<file path="config.mk">
export PLATFORM = sky130hd
export DESIGN_NAME = time_text_writer
export DESIGN_NICKNAME = d
export VERILOG_FILES = /design/src/rtl/time_text_writer.sv
export SDC_FILE = /design/constraint.sdc
export NUM_CORES = 1
export LEC_CHECK = 0
export BUFFER_PORTS_ARGS = -buffer_cell sky130_fd_sc_hd__buf_2
export CAP_MARGIN = 20
export CELL_PAD_IN_SITES_DETAIL_PLACEMENT = 1
export CELL_PAD_IN_SITES_GLOBAL_PLACEMENT = 2
export CORE_MARGIN = 1
export CORE_UTILIZATION = 31
export DETAILED_ROUTE_END_ITERATION = 8
export GPL_TIMING_DRIVEN = 1
export PLACE_DENSITY_LB_ADDON = 0.1
export SLEW_MARGIN = 20
export SYNTH_ARGS = -nofsm -noshare
export SYNTH_HDL_FRONTEND = slang
export SYNTH_SLANG_ARGS = --single-unit
</file>
<file path="constraint.sdc">
create_clock -name clk -period 3.65 [get_ports clk]
set_input_delay 0.365 -clock clk [delete_from_list [all_inputs] [get_ports clk]]
set_output_delay 0.365 -clock clk [all_outputs]
set_load 0.03 [all_outputs]
</file>
<file path="src/rtl/time_text_writer.sv">
// Writes the BCD time {min,sec} as "MM:SS" into the text RAM write port,
// one character per accepted write. The field is rewritten whenever the
// input differs from what was last latched for display, or on refresh.
module time_text_writer #(
  parameter int COLS = 80,
  parameter int ROW  = 0,
  parameter int COL  = 75
) (
  input  logic        clk,
  input  logic        reset,
  input  logic [7:0]  min,
  input  logic [7:0]  sec,
  input  logic        refresh,
  input  logic        wr_ready,
  output logic        wr_en,
  output logic [11:0] wr_addr,
  output logic [7:0]  wr_data,
  output logic        busy
);

  typedef enum logic {IDLE, WRITE} state_t;

  // Address of the first character; truncation gives the modulo-4096 wrap.
  localparam int          BASE_I = ROW * COLS + COL;
  localparam logic [11:0] BASE   = BASE_I[11:0];

  state_t      r_state;
  logic [2:0]  r_idx;
  logic [15:0] r_snap;
  logic [15:0] r_shown;

  state_t      w_state_nxt;
  logic [2:0]  w_idx_nxt;
  logic [15:0] w_snap_nxt;
  logic        w_start;
  logic        w_accept;

  // BCD nibble to ASCII; non-decimal nibbles render as '?'.
  function automatic logic [7:0] digit(input logic [3:0] nib);
    return (nib <= 4'd9) ? (8'h30 + {4'h0, nib}) : 8'h3F;
  endfunction

  // Character at position idx of "MM:SS" for the latched value.
  function automatic logic [7:0] char_of(input logic [2:0] idx, input logic [15:0] snap);
    case (idx)
      3'd0:    return digit(snap[15:12]);
      3'd1:    return digit(snap[11:8]);
      3'd2:    return 8'h3A;
      3'd3:    return digit(snap[7:4]);
      3'd4:    return digit(snap[3:0]);
      default: return 8'h00;
    endcase
  endfunction

  // Next-state decode; outputs are registered from these next values so the
  // first write appears one cycle after the triggering edge.
  always_comb begin
    w_start     = (r_state == IDLE) && (({min, sec} != r_shown) || refresh);
    w_accept    = (r_state == WRITE) && wr_ready;
    w_state_nxt = r_state;
    w_idx_nxt   = r_idx;
    w_snap_nxt  = r_snap;
    if (w_start) begin
      w_state_nxt = WRITE;
      w_idx_nxt   = 3'd0;
      w_snap_nxt  = {min, sec};
    end else if (w_accept) begin
      if (r_idx == 3'd4) begin
        w_state_nxt = IDLE;
        w_idx_nxt   = 3'd0;
      end else begin
        w_idx_nxt = r_idx + 3'd1;
      end
    end
  end

  // FSM state, latched values and registered write-port outputs.
  always_ff @(posedge clk or posedge reset) begin
    if (reset) begin
      r_state <= IDLE;
      r_idx   <= 3'd0;
      r_snap  <= 16'h0000;
      r_shown <= 16'hFFFF;
      wr_en   <= 1'b0;
      wr_addr <= 12'd0;
      wr_data <= 8'd0;
      busy    <= 1'b0;
    end else begin
      r_state <= w_state_nxt;
      r_idx   <= w_idx_nxt;
      r_snap  <= w_snap_nxt;
      if (w_start) r_shown <= {min, sec};
      wr_en   <= (w_state_nxt == WRITE);
      busy    <= (w_state_nxt == WRITE);
      wr_addr <= (w_state_nxt == WRITE) ? (BASE + {9'd0, w_idx_nxt}) : 12'd0;
      wr_data <= (w_state_nxt == WRITE) ? char_of(w_idx_nxt, w_snap_nxt) : 8'd0;
    end
  end

endmodule

</file>
==> flow_summary_export.csv <==
group,metric,value,unit
clock_network,cts_buffer_depth,2,
timing,setup_viol,0,
synthesis,synthXorXnorAreaFrac,5.88,%
timing,setup_tns,0,ns
synthesis,synth_edf_count,0,
clock_network,cts_resized,0,
global_routing,antenna_found_initial,0,
power,powerDensity,917,nW/µm²
floorplanning,num_rows,32,
global_routing,grt_first_pass_wirelength,9460,µm
timing,finClkSkew,0.00900,ns
setup_path,startpoint_type,"register",
floorplanning,core,7770,µm²
setup_path,endpoint_kind,"register",
synthesis,avgSynthCellArea,11.6,µm²
global_routing,grt.total_usage,14.6,%
floorplanning,ioPinCount,42,
global_routing,grt_pass1_vias,1723,
timing,hold_slack,0.191,ns
timing,finalCritPeriodShare,83.6,%
setup_path,arrival,3.25,ns
timing,max_freq,328,MHz
setup_path,path_class,"register to register",
synthesis,yosys-top-cells-area,"dfrtp_1, dfstp_2, mux2_2",
cells_and_area,drive_gt1_share,41.7,%
synthesis,ys_seq_area_share,46.6,%
synthesis,async_flop_share,100,%
timing,slew_violations,0,
cells_and_area,fin_nets,274,
routing,ant_nets,0,
placement,io_buffers,33,
setup_path,critPathRequiredTime,3.85,ns
worst_hold_path,hold_class,"input pin to async pin",
global_routing,overflow,0,
synthesis,synth-compound-area-share,10.7,%
clock_network,cts_setup_buffers,0,
clock_network,cts_hold_buf,0,
cells_and_area,area_growth,12.7,%
synthesis,netlist_area,2510,µm²
synthesis,synth_top_area_cell,"dfrtp_1",
clock_network,root_buffer,"clkbuf_8",
synthesis,synth_top_family_by_area,"multiplexers",
routing,finalWirelength,5750,µm
floorplanning,die-area,8470,µm²
status,status,"finished clean",
timing,max_slew.worst_pin.slew,0.828,ns
job,cap_violations,0,
timing,relSlewSlack,44.7,%
power,ir_worst_vdd,0.251,mV
synthesis,synth_cells,216,
synthesis,synth_simple_gate_area_share,9.41,%
clock_network,cts-buffers-inserted,5,
setup_path,worst-path-max-fanout,7,
routing,wire_per_inst,16.5,µm
routing,vias,1693,
synthesis,synth.mux.area_fraction,16.8,%
power,p_leak,1.14,nW
timing,min_period,3.05,ns
synthesis,synth.top_cell.area_share,29.9,%
clock_network,worstSkewPairLatency,0.30,ns
clock_network,cts_num_sinks,46,
routing,dr.pass1.iters,4,
routing,drc,0,
timing,rsz0062_at_grt,"false",
cells_and_area,fillers,891,
global_routing,grt_max_degree,47,
clock_network,cts_tree,"yes",
synthesis,synthAdderAreaFrac,3.98,%
floorplanning,initial_utilization,32.3,%
synthesis,ys_ff_latch,46,
cells_and_area,n_antenna_cell,0,
synthesis,ys_warn_count,0,
routing,drt_iter0_drc,71,
synthesis,synth_cell_types,45,
floorplanning,die_w,92.0,µm
synthesis,ys.flop_type,"dfrtp_1",
clock_network,path_clk_slew,0.09,ns
placement,hpwl,4200,µm
clock_network,htreeDepth,2,
routing,viasPerCell,4.85,
floorplanning,die_y,92.0,µm
timing,finalHoldViolCount,0,
placement,gp_congestion,0.716,
==> Yosys cell counts, types with 2 or more instances <==
cell and number:
a21oi_1 11, a31oi_1 2, a41oi_1 2, and2_1 2, buf_2 4, buf_4 12, clkbuf_1 2, dfrtp_1 30
dfstp_2 16, ha_1 8, inv_1 9, mux2_2 33, mux2i_1 4, nand2_1 10, nand3_1 5, nand3b_1 6
nand4_1 4, nor2_1 5, nor3_1 3, nor3_2 2, o211ai_1 2, o21a_1 4, o21ai_0 5, xnor2_1 14
==> flip-flops by register name, summed over array words and instances, names as in the netlist <==
register and flops:
r_shown 16, wr_addr 5, r_state 1, r_idx 3
r_snap 16, wr_data 5
==> power breakdown <==
group / leakage, nW / internal (mW) / total, mW / switching (mW)
combinational: 0.568 / 0.532 / 1.22 / 0.685
sequential: 0.521 / 0.830 / 0.984 / 0.154
clock: 0.0504 / 0.204 / 0.395 / 0.191
total: 1.14 / 1.57 / 2.60 / 1.03
==> worst paths after layout <==
| check | start | end | slack (ns) | cells past startpoint |
|---|---|---|---|---|
| worst max register to register | r_shown[7] | wr_data[2] | 0.60 | 11 |
| min in group clk | sec[0] | r_snap[0] | 0.33 | 2 |
| worst min register to register | r_snap[7] | r_snap[7] | 0.52 | 1 |
| worst min-delay path | reset | r_snap[14] | 0.19 | 2 |
| max in group asynchronous | reset | r_snap[11] | 2.97 | 2 |
| worst max-delay path | r_shown[7] | wr_data[2] | 0.60 | 11 |
==> logic make-up (layout without fill, tap and decap cells) <==
logic type / count (synthesis) / after routing
multiplexers: 38 / 38
AO/OA/AOI/OAI: 37 / 37
XOR/XNOR: 16 / 16
adder cells (fa/ha/maj): 8 / 8
flip-flops: 46 / 46
buffers and inverters: 28 / 52
other: 1 / 8
AND/OR/NAND/NOR: 42 / 42
==> layer usage <==
| metal | global-route usage, % | vias up | share of wire, % |
|---|---|---|---|
| met1 | 21.6 | 848 | 52 |
| met3 | 2.82 | 4 | 2.9 |
| met2 | 21.8 | 33 | 44 |
| met5 | 0 | - | 0 |
| met4 | 3.52 | 0 | 0.75 |
| li1 | - | 808 | - |
==> stage by stage <==
step | area (µm²) | power, mW | std cells | utilization (%) | worst slack, ns
global placement | 2720 | 2.23 | 341 | 35.0 | 0.497
detailed placement | 2720 | 2.24 | 341 | 35.0 | 0.497
finish | 2830 | 2.60 | 349 | 36.5 | 0.599
CTS | 2830 | 2.65 | 349 | 36.5 | 0.539
floorplan | 2540 | 1.91 | 223 | - | 0.729
global route | 2830 | 2.80 | 349 | 36.5 | 0.332
==> cell type report <==
cell class / count / area [µm²] / area share (%)
clock buffer: 5 / 68.8 / 2.43
inverter: 9 / 35.0 / 1.24
sequential: 46 / 1170 / 41.3
clock inverter: 3 / 45.0 / 1.59
timing repair buffer: 35 / 180 / 6.36
tap: 102 / 128 / 4.51
multi-input combinational: 149 / 1200 / 42.5
==> worst max-delay path, cell delays in order (launching register included) <==
cell,delay [ns]
dfstp_2,0.55
xnor2_1,0.14
nand4_1,0.21
nor3_2,0.27
a21oi_4,0.10
or2_2,0.35
inv_1,0.12
ha_1,0.33
nand3_1,0.11
mux2i_1,0.25
a311oi_2,0.21
a41oi_1,0.32
==> cell usage in the layout, fill, tap and decap left out, drive strengths merged, types with 2 or more instances in the layout <==
cell type / synthesis / routed
a21oi: 12 / 12
a311oi: 2 / 2
a31oi: 2 / 2
a41oi: 2 / 2
and2: 2 / 2
buf: 17 / 35
clkbuf: 2 / 5
clkinvlp: 0 / 2
conb: 1 / 8
dfrtp: 30 / 30
dfstp: 16 / 16
ha: 8 / 8
inv: 9 / 8
mux2: 34 / 34
mux2i: 4 / 4
nand2: 11 / 11
nand3: 5 / 5
nand3b: 6 / 6
nand4: 4 / 4
nor2: 6 / 6
nor3: 5 / 5
o211ai: 2 / 2
o21a: 4 / 4
o21ai: 6 / 6
xnor2: 15 / 15
(Power assumes the default switching activity.)
